## config.mk

```make
export PLATFORM = sky130hd
export DESIGN_NAME = frame_buffer_writer
export DESIGN_NICKNAME = d
export VERILOG_FILES = /design/src/rtl/cam_pkg.sv /design/src/rtl/dvp_byte_pair.sv /design/src/rtl/frame_buffer_writer.sv
export SDC_FILE = /design/constraint.sdc
export NUM_CORES = 1
export LEC_CHECK = 0
export BUFFER_PORTS_ARGS = -buffer_cell sky130_fd_sc_hd__buf_4
export CAP_MARGIN = 20
export CORE_MARGIN = 2
export CORE_UTILIZATION = 60
export DETAILED_ROUTE_END_ITERATION = 10
export PLACE_DENSITY = 0.9
export SYNTH_ARGS = -nofsm -noshare
export SYNTH_HDL_FRONTEND = slang
export SYNTH_SLANG_ARGS = --single-unit
export TNS_END_PERCENT = 5
```

## constraint.sdc

```tcl
create_clock -name clk_in -period 7.4 [get_ports clk_in]
set_clock_uncertainty 0.2 [all_clocks]
set_input_delay 0.74 -clock clk_in [delete_from_list [all_inputs] [get_ports clk_in]]
set_output_delay 0.74 -clock clk_in [all_outputs]
set_load 0.05 [all_outputs]
```

## src/rtl/cam_pkg.sv

```systemverilog
// cam_pkg: shared capture-path types and default frame geometry.
package cam_pkg;
  localparam int H_ACTIVE_DEF = 320;
  localparam int V_ACTIVE_DEF = 240;
  typedef enum logic [1:0] {IDLE, SYNC, ACTIVE} cam_state_e;
  typedef logic [15:0] rgb565_t;
endpackage

```

## src/rtl/dvp_byte_pair.sv

```systemverilog
// dvp_byte_pair: pairs camera bytes (high byte first) into RGB565 pixels.
module dvp_byte_pair
  import cam_pkg::*;
(
  input  logic       clk_in,
  input  logic       rst_in,
  input  logic       clear_in,
  input  logic       take_in,
  input  logic [7:0] data_in,
  output logic       complete_out,
  output rgb565_t    pixel_out
);
  logic       phase_q;
  logic [7:0] high_q;
  always_ff @(posedge clk_in or posedge rst_in) begin
    if (rst_in) begin
      phase_q <= 1'b0;
      high_q  <= '0;
    end else if (clear_in) begin
      phase_q <= 1'b0;
    end else if (take_in) begin
      phase_q <= ~phase_q;
      if (!phase_q) high_q <= data_in;
    end
  end
  assign complete_out = take_in && phase_q;
  assign pixel_out    = {high_q, data_in};
endmodule

```

## src/rtl/frame_buffer_writer.sv

```systemverilog
// frame_buffer_writer: turns a DVP byte stream into addressed RGB565 frame-buffer writes,
// tracking line/frame position and flagging over-long lines and aborted frames.
module frame_buffer_writer
  import cam_pkg::*;
#(
  parameter int H_ACTIVE   = H_ACTIVE_DEF,
  parameter int V_ACTIVE   = V_ACTIVE_DEF,
  parameter int ADDR_WIDTH = 17
) (
  input  logic                  clk_in,
  input  logic                  rst_in,
  input  logic                  vsync_in,
  input  logic                  href_in,
  input  logic                  byte_valid_in,
  input  logic [7:0]            data_in,
  output rgb565_t               pixel_out,
  output logic                  wr_en_out,
  output logic [ADDR_WIDTH-1:0] addr_out,
  output logic                  frame_done_out,
  output logic                  overrun_out
);
  localparam int HW = $clog2(H_ACTIVE + 1);
  localparam int VW = $clog2(V_ACTIVE + 1);
  localparam logic [HW-1:0] H_LAST = HW'(H_ACTIVE - 1);
  localparam logic [HW-1:0] H_FULL = HW'(H_ACTIVE);
  localparam logic [VW-1:0] V_LAST = VW'(V_ACTIVE - 1);
  localparam logic [VW-1:0] V_FULL = VW'(V_ACTIVE);
  localparam logic [ADDR_WIDTH-1:0] A_LAST = ADDR_WIDTH'(H_ACTIVE * V_ACTIVE - 1);

  cam_state_e            state_q, state_d;
  logic [HW-1:0]         hcount_q, hcount_d;
  logic [VW-1:0]         vcount_q, vcount_d;
  logic [ADDR_WIDTH-1:0] addr_q, addr_d, waddr_q, waddr_d;
  rgb565_t               pix_q, pix_d, pair_pix;
  logic                  wr_q, wr_d, done_q, done_d, ovr_q, ovr_d, href_q;
  logic                  live, take, line_end, clear, complete;

  assign live     = state_q == ACTIVE && !vsync_in;
  assign take     = live && href_in && byte_valid_in;
  assign line_end = live && href_q && !href_in && hcount_q != '0;

  dvp_byte_pair u_pair (
    .clk_in       (clk_in),
    .rst_in       (rst_in),
    .clear_in     (clear),
    .take_in      (take),
    .data_in      (data_in),
    .complete_out (complete),
    .pixel_out    (pair_pix)
  );

  always_comb begin
    state_d  = state_q;
    hcount_d = hcount_q;
    vcount_d = vcount_q;
    addr_d   = addr_q;
    waddr_d  = waddr_q;
    pix_d    = pix_q;
    wr_d     = 1'b0;
    done_d   = 1'b0;
    ovr_d    = ovr_q;
    clear    = line_end;
    case (state_q)
      IDLE: state_d = vsync_in ? SYNC : IDLE;
      SYNC: if (!vsync_in) begin
        state_d  = ACTIVE;
        clear    = 1'b1;
        hcount_d = '0;
        vcount_d = '0;
        addr_d   = '0;
      end
      ACTIVE: if (vsync_in) begin
        state_d = SYNC;
        ovr_d   = 1'b1;
      end else if (line_end) begin
        hcount_d = '0;
        // saturate so a runaway frame can never alias back onto the last line
        vcount_d = vcount_q == V_FULL ? vcount_q : vcount_q + 1'b1;
      end else if (complete && hcount_q >= H_FULL) begin
        ovr_d = 1'b1;
      end else if (complete) begin
        wr_d     = 1'b1;
        pix_d    = pair_pix;
        waddr_d  = addr_q;
        hcount_d = hcount_q + 1'b1;
        addr_d   = addr_q == A_LAST ? '0 : addr_q + 1'b1;
        done_d   = hcount_q == H_LAST && vcount_q == V_LAST;
        state_d  = done_d ? IDLE : ACTIVE;
      end
      default: state_d = IDLE;
    endcase
  end

  always_ff @(posedge clk_in or posedge rst_in) begin
    if (rst_in) begin
      state_q  <= IDLE;
      hcount_q <= '0;
      vcount_q <= '0;
      addr_q   <= '0;
      waddr_q  <= '0;
      pix_q    <= '0;
      wr_q     <= 1'b0;
      done_q   <= 1'b0;
      ovr_q    <= 1'b0;
      href_q   <= 1'b0;
    end else begin
      state_q  <= state_d;
      hcount_q <= hcount_d;
      vcount_q <= vcount_d;
      addr_q   <= addr_d;
      waddr_q  <= waddr_d;
      pix_q    <= pix_d;
      wr_q     <= wr_d;
      done_q   <= done_d;
      ovr_q    <= ovr_d;
      href_q   <= href_in;
    end
  end

  assign pixel_out      = pix_q;
  assign wr_en_out      = wr_q;
  assign addr_out       = waddr_q;
  assign frame_done_out = done_q;
  assign overrun_out    = ovr_q;
endmodule
```

==> impl_metrics.xml, run 1 <==
<?xml version="1.0" encoding="UTF-8"?>
<metrics>
  <group name="route">
    <metric name="detail_route.drc_violations" unit="">0</metric>
    <metric name="wl_per_cell" unit="µm">15.9</metric>
    <metric name="dr.pass1.iters" unit="">5</metric>
    <metric name="routed-via-count" unit="">3325</metric>
    <metric name="viasPerCell" unit="">6.08</metric>
    <metric name="final_antenna_net_count" unit="">0</metric>
    <metric name="drtIter0Drc" unit="">270</metric>
    <metric name="routed_wirelength" unit="mm">8.71</metric>
  </group>
  <group name="global_routing">
    <metric name="grt_remaining_overflow" unit="">0</metric>
    <metric name="antenna_found_initial" unit="">0</metric>
    <metric name="grt_max_degree" unit="">83</metric>
    <metric name="grt_first_pass_wirelength" unit="mm">14.7</metric>
    <metric name="grt_util_all_layers" unit="%">25.5</metric>
    <metric name="grt_pass1_vias" unit="">3257</metric>
  </group>
  <group name="clocking">
    <metric name="cts-htree-levels" unit="">3</metric>
    <metric name="cts.root.buffer_cell" unit="">clkbuf_8</metric>
    <metric name="tritoncts_clock_tree" unit="">done</metric>
    <metric name="postCtsResizedCells" unit="">0</metric>
    <metric name="cts_sinks" unit="">82</metric>
    <metric name="cts_setup_buffers" unit="">0</metric>
    <metric name="cts_hold_repair.buffers" unit="">0</metric>
    <metric name="cts_buffer_depth" unit="">2</metric>
    <metric name="clkLatencyLatePin" unit="ns">0.35</metric>
    <metric name="path_clk_slew" unit="ns">0.08</metric>
    <metric name="cts_made_buffers" unit="">9</metric>
  </group>
  <group name="floorplan">
    <metric name="starting_density_of_the_core" unit="%">61.6</metric>
    <metric name="pin_count" unit="">49</metric>
    <metric name="design.die.area" unit="µm²">7150</metric>
    <metric name="std_cell_rows" unit="">29</metric>
    <metric name="die_height" unit="µm">84.5</metric>
    <metric name="die_x" unit="µm">84.5</metric>
    <metric name="placeableCoreArea" unit="µm²">6310</metric>
  </group>
  <group name="logic_synthesis">
    <metric name="dominantRegCellSynth" unit="">dfrtp_1</metric>
    <metric name="synth.top_cells.by_area" unit="">dfrtp_1 (53%), nand2_1 (11%), o21ai_0 (4.2%)</metric>
    <metric name="yosysSeqAreaShare" unit="%">52.7</metric>
    <metric name="ys_types" unit="">50</metric>
    <metric name="synth_largest_type_area_fraction" unit="%">52.7</metric>
    <metric name="yosys_register_bits" unit="">82</metric>
    <metric name="synth_cells" unit="">421</metric>
    <metric name="synth.largest_area_cell" unit="">dfrtp_1</metric>
    <metric name="synth_enable_flop_cells" unit="">0</metric>
    <metric name="synthesis.area_per_instance" unit="µm²">9.24</metric>
    <metric name="post-synth-top-count-cell" unit="">nand2_1</metric>
    <metric name="synthesis.nets" unit="">443</metric>
    <metric name="ys_top_cells_by_count" unit="">nand2_1 (118), dfrtp_1 (82), o21ai_0 (33)</metric>
    <metric name="postSynth.asyncResetShare" unit="%">100</metric>
    <metric name="post_synth_instance_area" unit="µm²">3890</metric>
    <metric name="synth.yosys.warnings" unit="">0</metric>
  </group>
  <group name="critical_path">
    <metric name="worst-endpoint-required" unit="ns">7.44</metric>
    <metric name="path_max_fanout" unit="">15</metric>
    <metric name="end_kind" unit="">register</metric>
    <metric name="arrival" unit="ns">2.85</metric>
    <metric name="crit_type" unit="">register to register</metric>
    <metric name="worst_setup_path_start_kind" unit="">register</metric>
  </group>
  <group name="final_layout">
    <metric name="num-nets-final" unit="">487</metric>
    <metric name="fin_cells" unit="">547</metric>
    <metric name="layout-drive-gt1-share" unit="%">18.1</metric>
    <metric name="antenna-diode-count" unit="">0</metric>
    <metric name="area_growth_syn_to_layout" unit="%">15.7</metric>
  </group>
  <group name="sta">
    <metric name="timing.final.hold_violations" unit="">0</metric>
    <metric name="finalHoldWorstSlack" unit="ns">0.250</metric>
    <metric name="layout_worst_path_cycle_share" unit="%">37.9</metric>
    <metric name="max_slew.worst_pin.slew" unit="ns">0.774</metric>
    <metric name="max_clock_freq" unit="GHz">0.356</metric>
    <metric name="total_count_of_max_transition_violations_in_the_final_report" unit="">0</metric>
    <metric name="totalNegativeSetupSlack" unit="ns">0</metric>
    <metric name="finalWorstSetupSlack" unit="ns">4.59</metric>
    <metric name="rsz0062_at_grt" unit="">no</metric>
    <metric name="maxSlewHeadroom" unit="%">48.0</metric>
    <metric name="setup_viol" unit="">0</metric>
    <metric name="layout_min_cycle_time" unit="ns">2.81</metric>
  </group>
  <group name="placement">
    <metric name="place.detailed.instances" unit="">530</metric>
    <metric name="dp_slack" unit="ns">4.54</metric>
    <metric name="gp_routability_congestion" unit="">0.881</metric>
    <metric name="portBuffers" unit="">48</metric>
    <metric name="dpl.hpwl" unit="mm">5.83</metric>
  </group>
  <group name="outcome">
    <metric name="run_status" unit="">complete, no violations</metric>
  </group>
  <group name="pwr">
    <metric name="vdd.ir_drop.worst" unit="mV">0.286</metric>
    <metric name="power_leakage" unit="nW">2.25</metric>
    <metric name="power-per-cell-area" unit="nW/µm²">293</metric>
    <metric name="report.power.total" unit="mW">1.32</metric>
  </group>
  <group name="flow_run">
    <metric name="max-cap-violations" unit="">0</metric>
  </group>
  <group name="min_path">
    <metric name="hold_class" unit="">input port to async pin</metric>
  </group>
</metrics>
-- state kept, by name, summed over array words and instances, names as in the netlist --
name            flops
state_q             2
wr_en_out           1
overrun_out         1
u_pair.high_q       8
frame_done_out      1
pixel_out          16
hcount_q            9
vcount_q            8
u_pair.phase_q      1
addr_out           17
addr_q             17
href_q              1
-- final cells by class --
type / instances / area, µm²
clock buffer: 11 / 141
clock inverter: 5 / 36.3
fill: 482 / 1810
inverter: 17 / 65.1
multi-input combinational: 303 / 1700
sequential: 82 / 2050
tap: 77 / 96.3
timing repair buffer: 52 / 410
-- cell usage in the layout (no fill, tap or decap), types with 3 or more instances in the layout --
master      n
nand4_1     8
buf_4      51
nand2_1   118
ha_1        9
a21o_1      5
o211ai_1    4
clkbuf_8   10
xor2_1      3
nor2_1     14
dfrtp_1    82
a211oi_1    3
a31oi_1     5
clkinv_2    3
a21oi_1    10
inv_1      15
a22o_1      3
mux2_2     10
or3_1       7
and3_1      7
o21ai_0    33
nor4_1      4
o31ai_1     4
nor3_1      9
nand3_1    16
nand2b_1    5
-- kinds of logic (layout without fill, tap and decap cells) --
family / Yosys count / after routing / share of synthesized area (%)
DFF: 82 / 82 / 52.7
AOI/OAI and AO/OA: 80 / 80 / 13.2
muxes: 10 / 10 / 2.89
and+or+nand+nor: 201 / 201 / 24.1
buffers and inverters: 36 / 85 / 3.54
adders and majority gates: 9 / 9 / 2.89
xor gates and xnor gates: 3 / 3 / 0.675
-- path summary, 6_finish.rpt --
check / start / cells past startpoint / slack [ns] / endpoint
setup / recovery: state_q[0] / 7 / 4.59 / addr_q[13]
hold / removal: rst_in / 3 / 0.25 / pixel_out[4]
setup reg to reg: state_q[0] / 7 / 4.59 / addr_q[13]
hold reg to reg: u_pair.high_q[7] / 2 / 0.27 / pixel_out[15]
max in group asynchronous: rst_in / 4 / 6.16 / addr_out[8]
min in group clk_in: u_pair.high_q[7] / 2 / 0.27 / pixel_out[15]
-- report_power, final --
group          switching (mW)  internal, mW  total, mW
Combinational           0.309         0.141      0.450
Sequential             0.0476         0.521      0.569
Clock                   0.166         0.133      0.299
-- worst max-delay path, cell delays in order, from the launching register on --
cell and delay, ns:
dfrtp_1 0.44, inv_1 0.09, ha_1 0.40, nor2b_1 0.29, nor2b_1 0.53, nor2_1 0.31, a21o_2 0.26, a21o_1 0.16
-- routing by layer --
| metal | wire [µm] | share of wire (%) | GRT usage (%) | up-vias |
|---|---|---|---|---|
| met3 | 456 | 5.2 | 4.52 | 29 |
| met1 | 3720 | 43 | 33.5 | 1614 |
| li1 | - | - | - | 1544 |
| met5 | 0 | 0 | 0 | - |
| met4 | 247 | 2.8 | 12.8 | 0 |
| met2 | 4290 | 49 | 41.0 | 138 |
-- per-stage QoR --
step | util (%) | cell area (µm²)
2_1_floorplan | - | 3890
3_3_place_gp | 68.1 | 4300
3_5_place_dp | 68.1 | 4300
4_1_cts | 70.9 | 4480
5_1_grt | 71.3 | 4500
6_report | 71.3 | 4500
Note: power is estimated with default switching activity, not from simulation.
==> inputs of run 2 (changes only) <==
Settings changed: ABC_AREA from default to 1, CORE_UTILIZATION 60 to 59, PLACE_DENSITY 0.9 to 0.88.
Clock period 7.4 ns to 2.8 ns, I/O delays scaled along.
==> run 2 against run 1 <==
Net effect: the run now ends with hold timing left; highest routed layer unchanged; register-to-register slack worse by 4.3 ns; critical endpoint is now pixel_out[11]; combinational power is 140% higher; fmax up 13%; first-iteration DRC count down 12%; core utilization is 1.9 points lower; critical path depth rose by 2; largest cell class unchanged; cell count increased by 31%; via count rose by 13%; global-route usage shrank 0.58 points; worst setup slack got worse by 4.3 ns; die area grew 12%; non-clock buffer count up 6.
==> impl_metrics.xml, run 2 <==
<?xml version="1.0" encoding="UTF-8"?>
<metrics>
  <group name="pwr">
    <metric name="sw_frac_of_total" unit="%">39.4</metric>
    <metric name="combPwrFrac" unit="%">31.3</metric>
    <metric name="power_leakage" unit="nW">2.50</metric>
    <metric name="internal-power" unit="mW">2.08</metric>
    <metric name="seq_power_share" unit="%">42.7</metric>
    <metric name="power.share.clock" unit="%">26.0</metric>
    <metric name="power-per-cell-area" unit="nW/µm²">689</metric>
    <metric name="vdd.ir_drop.worst" unit="mV">0.437</metric>
    <metric name="switching_power" unit="mW">1.35</metric>
  </group>
  <group name="logic_synthesis">
    <metric name="synthesis.area_per_instance" unit="µm²">7.73</metric>
    <metric name="dominantRegCellSynth" unit="">dfrtp_1</metric>
    <metric name="main_combinational_cell_family_by_area_after_synthesis" unit="">simple AND/OR/NAND/NOR gates</metric>
    <metric name="yosysSeqAreaShare" unit="%">47.7</metric>
    <metric name="ys_top_cells_by_count" unit="">nand2_1 (185), dfrtp_1 (82), inv_1 (59)</metric>
    <metric name="synth.area.mux_share" unit="%">0</metric>
    <metric name="postSynth.asyncResetShare" unit="%">100</metric>
    <metric name="area_fraction_in_compound_gates_after_synthesis" unit="%">8.46</metric>
    <metric name="synth_largest_type_area_fraction" unit="%">47.7</metric>
    <metric name="synthesis.nets" unit="">579</metric>
    <metric name="post_synthesis_share_of_cell_area_spent_on_full_adders_half_adders_and_majority_gates" unit="%">2.62</metric>
    <metric name="synth_cells" unit="">557</metric>
    <metric name="synthXorXnorAreaFrac" unit="%">0.611</metric>
    <metric name="post_synth_instance_area" unit="µm²">4300</metric>
    <metric name="synth_enable_flop_cells" unit="">0</metric>
    <metric name="synth.yosys.warnings" unit="">0</metric>
    <metric name="ys_types" unit="">25</metric>
    <metric name="post-synth-top-count-cell" unit="">nand2_1</metric>
    <metric name="synth.largest_area_cell" unit="">dfrtp_1</metric>
    <metric name="synth.top_cells.by_area" unit="">dfrtp_1 (48%), nand2_1 (16%), inv_1 (5.1%)</metric>
    <metric name="yosys_register_bits" unit="">82</metric>
    <metric name="synth_simple_gate_area_share" unit="%">32.2</metric>
  </group>
  <group name="min_path">
    <metric name="hold_class" unit="">input port to register</metric>
  </group>
  <group name="sta">
    <metric name="maxSlewHeadroom" unit="%">70.8</metric>
    <metric name="finalWorstSetupSlack" unit="ns">0.315</metric>
    <metric name="max_slew.worst_pin.slew" unit="ns">0.438</metric>
    <metric name="finalHoldWorstSlack" unit="ns">-0.00720</metric>
    <metric name="setup_viol" unit="">0</metric>
    <metric name="timing.final.hold_violations" unit="">1</metric>
    <metric name="layout_worst_path_cycle_share" unit="%">88.7</metric>
    <metric name="totalNegativeSetupSlack" unit="ns">0</metric>
    <metric name="max_clock_freq" unit="GHz">0.402</metric>
    <metric name="total_count_of_max_transition_violations_in_the_final_report" unit="">0</metric>
    <metric name="rsz0062_at_grt" unit="">no</metric>
    <metric name="layout_min_cycle_time" unit="ns">2.48</metric>
  </group>
  <group name="route">
    <metric name="routed_wirelength" unit="mm">9.21</metric>
    <metric name="routed-via-count" unit="">3765</metric>
    <metric name="viasPerCell" unit="">5.26</metric>
    <metric name="wl_per_cell" unit="µm">12.9</metric>
    <metric name="detail_route.drc_violations" unit="">0</metric>
    <metric name="drtIter0Drc" unit="">237</metric>
    <metric name="final_antenna_net_count" unit="">0</metric>
    <metric name="dr.pass1.iters" unit="">6</metric>
  </group>
  <group name="placement">
    <metric name="place_area" unit="µm²">4720</metric>
    <metric name="gp_routability_congestion" unit="">0.896</metric>
    <metric name="portBuffers" unit="">48</metric>
    <metric name="dp_slack" unit="ns">0.349</metric>
    <metric name="dpl.hpwl" unit="mm">6.51</metric>
  </group>
  <group name="clocking">
    <metric name="cts_made_buffers" unit="">9</metric>
    <metric name="clkLatencyLatePin" unit="ns">0.36</metric>
    <metric name="cts_sinks" unit="">82</metric>
    <metric name="cts-htree-levels" unit="">3</metric>
    <metric name="tritoncts_clock_tree" unit="">done</metric>
    <metric name="cts_buffer_depth" unit="">2</metric>
    <metric name="path_clk_slew" unit="ns">0.10</metric>
    <metric name="cts.root.buffer_cell" unit="">clkbuf_8</metric>
  </group>
  <group name="critical_path">
    <metric name="path_max_fanout" unit="">50</metric>
    <metric name="arrival" unit="ns">2.60</metric>
    <metric name="end_kind" unit="">register</metric>
    <metric name="crit_path_top_delay_cell" unit="">dfrtp_1</metric>
    <metric name="path_cells" unit="">inv_1 &gt; ha_1 &gt; nand2_2 &gt; nor2_4 &gt; nand3_4 &gt; buf_4 &gt; inv_1 &gt; nand2_1 &gt; nand2_1</metric>
    <metric name="crit_type" unit="">register to register</metric>
    <metric name="worst_setup_path_start_kind" unit="">register</metric>
    <metric name="worst-endpoint-required" unit="ns">2.91</metric>
    <metric name="crit_path_max_incr_delay" unit="ns">0.44</metric>
  </group>
  <group name="final_layout">
    <metric name="finalCoreUtilization" unit="%">69.5</metric>
    <metric name="design_area" unit="µm²">4980</metric>
    <metric name="num-nets-final" unit="">634</metric>
    <metric name="layout_commonest_cell" unit="">nand2_1</metric>
    <metric name="final_cell_mix" unit="">nand2_1 (185), dfrtp_1 (82), inv_1 (58)</metric>
    <metric name="layout-drive-gt1-share" unit="%">16.5</metric>
    <metric name="area_growth_syn_to_layout" unit="%">15.8</metric>
    <metric name="antenna-diode-count" unit="">0</metric>
    <metric name="fillers" unit="">550</metric>
  </group>
  <group name="floorplan">
    <metric name="die_height" unit="µm">89.4</metric>
    <metric name="placeableCoreArea" unit="µm²">7180</metric>
    <metric name="pin_count" unit="">49</metric>
    <metric name="die_x" unit="µm">89.4</metric>
    <metric name="design.die.area" unit="µm²">7990</metric>
    <metric name="std_cell_rows" unit="">31</metric>
    <metric name="starting_density_of_the_core" unit="%">60.0</metric>
  </group>
  <group name="global_routing">
    <metric name="grt_max_degree" unit="">83</metric>
    <metric name="grt_pass1_vias" unit="">3542</metric>
    <metric name="grt_util_all_layers" unit="%">24.9</metric>
    <metric name="antenna_found_initial" unit="">0</metric>
    <metric name="grt_first_pass_wirelength" unit="mm">15.5</metric>
    <metric name="grt_remaining_overflow" unit="">0</metric>
  </group>
  <group name="outcome">
    <metric name="run_status" unit="">finished, violations left</metric>
    <metric name="failed_checks" unit="">hold timing</metric>
  </group>
  <group name="flow_run">
    <metric name="max-cap-violations" unit="">0</metric>
  </group>
</metrics>
-- run 2: timing repair --
| item | CTS | global route |
|---|---|---|
| setup buffers | 0 | 0 |
| hold endpoints to repair | 88 | 0 |
| hold buffers | 6 | 0 |
| resized for setup | 0 | 0 |
-- run 2: per-layer routing --
metal	up-vias	global-route usage, %	share of wire, %
li1	1875	-	-
met1	1748	31.1	42
met2	124	42.9	50
met3	18	3.97	5.4
met4	0	10.4	2.1
met5	-	0	0
-- run 2: logic make-up (layout without fill, tap and decap cells) --
logic type,Yosys count,count (layout)
DFF,82,82
AOI/OAI and AO/OA,67,67
buffers and inverters,81,141
and+or+nand+nor,315,315
xor gates and xnor gates,3,3
adders and majority gates,9,9
-- run 2: power groups by stage --
stage	sequential (mW)	combinational, mW	clock (mW)
6_report	1.47	1.07	0.893
5_1_grt	1.49	1.19	0.949
4_1_cts	1.46	1.08	0.904
3_5_place_dp	1.49	1.07	0
3_3_place_gp	1.48	1.02	0
2_1_floorplan	1.72	0.561	0
-- run 2: layout make-up --
class	count	area [µm²]	share of cell area [%]
clock buffer	9	124	2.49
clock inverter	7	80.1	1.61
inverter	67	253	5.07
multi-input combinational	394	1890	37.9
sequential	82	2050	41.2
tap	99	124	2.49
timing repair buffer	58	463	9.29
-- run 2: worst paths after layout --
kind | from | endpoint | slack, ns | cells past startpoint
setup / recovery | state_q[0] | pixel_out[11] | 0.32 | 9
setup reg to reg | state_q[0] | pixel_out[11] | 0.32 | 9
min in group asynchronous | rst_in | pixel_out[11] | 0.33 | 4
hold reg to reg | u_pair.high_q[7] | pixel_out[15] | 0.28 | 2
max in group asynchronous | rst_in | vcount_q[1] | 1.69 | 4
hold / removal | data_in[1] | u_pair.high_q[1] | -0.007 | 3
-- run 2: critical path, delay by kind of cell (launching register included) --
kind	cells	cell delay [ns]
flops	1	0.44
buf+inv	3	0.79
fa+ha+maj	1	0.34
simple gates	5	0.65
-- run 2: through the flow --
step | cells | power, mW
after detailed placement | 694 | 2.55
after CTS | 716 | 3.45
after global placement | 694 | 2.50
final | 716 | 3.44
after floorplan | 557 | 2.28
after global routing | 716 | 3.62
==> inputs of run 3 (changes only) <==
Settings changed: PLACE_DENSITY 0.88 to 0.91.
==> run 3 against run 2 <==
Net effect: the flow now finishes without violations; sequential power about the same; global-route usage fell by 0.13 points; cell count is 0.42% higher; sequential share of layout area fell by 0.44 points; clock power rose by 12%; worst setup slack better by 0.13 ns; combinational power is essentially flat; hold slack better by 0.0093 ns; largest cell class unchanged.
==> impl_metrics.xml, run 3 (synthesized netlist as in run 2, its figures left out) <==
<?xml version="1.0" encoding="UTF-8"?>
<metrics>
  <group name="final_layout">
    <metric name="final_cell_mix" unit="">nand2_1 (185), dfrtp_1 (82), inv_1 (58)</metric>
    <metric name="antenna-diode-count" unit="">0</metric>
    <metric name="layout_commonest_cell" unit="">nand2_1</metric>
    <metric name="area_growth_syn_to_layout" unit="%">17.1</metric>
    <metric name="layout-drive-gt1-share" unit="%">16.6</metric>
    <metric name="design_area" unit="µm²">5040</metric>
    <metric name="num-nets-final" unit="">637</metric>
  </group>
  <group name="critical_path">
    <metric name="timing.rr.start" unit="">state_q[0]</metric>
    <metric name="setup.worst_path.start" unit="">state_q[0]</metric>
    <metric name="reg2reg_to" unit="">pixel_out[9]</metric>
    <metric name="arrival" unit="ns">2.41</metric>
    <metric name="crit_path_top_delay_cell" unit="">buf_4</metric>
    <metric name="path_max_fanout" unit="">58</metric>
    <metric name="worst-endpoint-required" unit="ns">2.86</metric>
    <metric name="worst_setup_path_start_kind" unit="">register</metric>
    <metric name="crit_path_max_incr_delay" unit="ns">0.45</metric>
    <metric name="end_kind" unit="">register</metric>
    <metric name="ff2ff_path_depth" unit="">9</metric>
    <metric name="path_cells" unit="">inv_1 &gt; ha_1 &gt; nand2_2 &gt; nor2_4 &gt; nand3_4 &gt; buf_4 &gt; inv_1 &gt; nand2_1 &gt; nand2_1</metric>
    <metric name="ff2ff_setup_slack" unit="ns">0.45</metric>
    <metric name="crit_type" unit="">register to register</metric>
  </group>
  <group name="sta">
    <metric name="layout_min_cycle_time" unit="ns">2.35</metric>
    <metric name="maxSlewHeadroom" unit="%">45.8</metric>
    <metric name="setup_viol" unit="">0</metric>
    <metric name="total_count_of_max_transition_violations_in_the_final_report" unit="">0</metric>
    <metric name="totalNegativeSetupSlack" unit="ns">0</metric>
    <metric name="max_slew.worst_pin.slew" unit="ns">0.813</metric>
    <metric name="max_clock_freq" unit="GHz">0.425</metric>
    <metric name="timing.final.hold_violations" unit="">0</metric>
    <metric name="layout_worst_path_cycle_share" unit="%">84.0</metric>
    <metric name="finalWorstSetupSlack" unit="ns">0.447</metric>
    <metric name="rsz0062_at_grt" unit="">no</metric>
  </group>
  <group name="min_path">
    <metric name="hold_class" unit="">input port to register</metric>
    <metric name="min_delay_path_depth" unit="">3</metric>
    <metric name="min-delay-start" unit="">data_in[5]</metric>
    <metric name="hold-path-endpoint" unit="">u_pair.high_q[5]</metric>
  </group>
  <group name="floorplan">
    <metric name="std_cell_rows" unit="">31</metric>
    <metric name="starting_density_of_the_core" unit="%">60.0</metric>
    <metric name="die_x" unit="µm">89.4</metric>
    <metric name="die_height" unit="µm">89.4</metric>
    <metric name="design.die.area" unit="µm²">7990</metric>
    <metric name="pin_count" unit="">49</metric>
    <metric name="placeableCoreArea" unit="µm²">7180</metric>
  </group>
  <group name="placement">
    <metric name="portBuffers" unit="">48</metric>
    <metric name="gp_routability_congestion" unit="">0.882</metric>
    <metric name="dpl.hpwl" unit="mm">6.42</metric>
    <metric name="dp_slack" unit="ns">0.488</metric>
    <metric name="place_area" unit="µm²">4730</metric>
  </group>
  <group name="clocking">
    <metric name="cts_made_buffers" unit="">9</metric>
    <metric name="clkLatencyLatePin" unit="ns">0.36</metric>
    <metric name="cts.root.buffer_cell" unit="">clkbuf_8</metric>
    <metric name="tritoncts_clock_tree" unit="">done</metric>
    <metric name="cts-htree-levels" unit="">3</metric>
    <metric name="cts_setup_buffers" unit="">0</metric>
    <metric name="cts_buffer_depth" unit="">2</metric>
    <metric name="path_clk_slew" unit="ns">0.10</metric>
    <metric name="cts_sinks" unit="">82</metric>
  </group>
  <group name="route">
    <metric name="viasPerCell" unit="">5.31</metric>
    <metric name="wl_per_cell" unit="µm">13.2</metric>
    <metric name="dr.pass1.iters" unit="">5</metric>
    <metric name="drtIter0Drc" unit="">329</metric>
    <metric name="routed-via-count" unit="">3818</metric>
    <metric name="final_antenna_net_count" unit="">0</metric>
    <metric name="detail_route.drc_violations" unit="">0</metric>
    <metric name="routed_wirelength" unit="mm">9.52</metric>
  </group>
  <group name="pwr">
    <metric name="vdd.ir_drop.worst" unit="mV">0.338</metric>
    <metric name="power-per-cell-area" unit="nW/µm²">703</metric>
    <metric name="power_leakage" unit="nW">2.53</metric>
  </group>
  <group name="flow_run">
    <metric name="max-cap-violations" unit="">0</metric>
  </group>
  <group name="global_routing">
    <metric name="grt_use_met1" unit="%">32.0</metric>
    <metric name="grt_util_all_layers" unit="%">24.8</metric>
    <metric name="met2_usage" unit="%">41.9</metric>
    <metric name="grt_pass1_vias" unit="">3544</metric>
    <metric name="grt_first_pass_wirelength" unit="mm">15.6</metric>
    <metric name="busiest_layer" unit="">met2</metric>
    <metric name="grt_remaining_overflow" unit="">0</metric>
    <metric name="globalRouteMet3Util" unit="%">3.69</metric>
    <metric name="grt_max_degree" unit="">59</metric>
    <metric name="antenna_found_initial" unit="">0</metric>
  </group>
  <group name="outcome">
    <metric name="run_status" unit="">complete, no violations</metric>
  </group>
</metrics>
## run 3: power breakdown
part	internal, mW	switching, mW
registers	1.35	0.119
logic	0.310	0.760
clock network	0.520	0.483
## run 3: cell type report
class,instances,area (µm²)
well taps,99,124
repair buffers,61,490
fillers,545,2140
clock buffers,9,124
multi-input cells,394,1890
flip-flops and latches,82,2050
inverters,67,253
clock inverters,7,106
## run 3: per-layer routing
metal  vias up  share of wire [%]
met5         -                  0
met4         0                2.2
met3        28                5.3
met2       139                 50
met1      1768                 42
li1       1883                  -
## run 3: critical path: cells and delay by family (launching register included)
kind,cells,cell delay [ns]
buffers and inverters,3,0.86
and+or+nand+nor,5,0.49
DFF,1,0.44
adders and majority gates,1,0.25
## run 3: through the flow
| step | hold slack [ns] | instances | util [%] | total power [mW] |
|---|---|---|---|---|
| after global routing | 0.0162 | 719 | 70.2 | 3.71 |
| after global placement | 0.226 | 695 | 65.9 | 2.49 |
| after floorplan | 0.111 | 557 | - | 2.28 |
| final | 0.00210 | 719 | 70.2 | 3.54 |
| after detailed placement | 0.229 | 695 | 65.9 | 2.54 |
| after CTS | 0.00115 | 719 | 70.2 | 3.54 |
## run 3: how the worst max path moves through the flow
stage / end / slack [ns]
after CTS: pixel_out[9] / 0.45
after detailed placement: pixel_out[9] / 0.49
after floorplan: addr_out[0] / 0.21
final: pixel_out[9] / 0.45
after global placement: addr_out[1] / 0.60
after global routing: pixel_out[13] / 0.29
## run 3: what timing repair did
action / in CTS / in global routing
hold buffers: 8 / 0
hold endpoints to repair: 51 / 0
resized for setup: 0 / 0
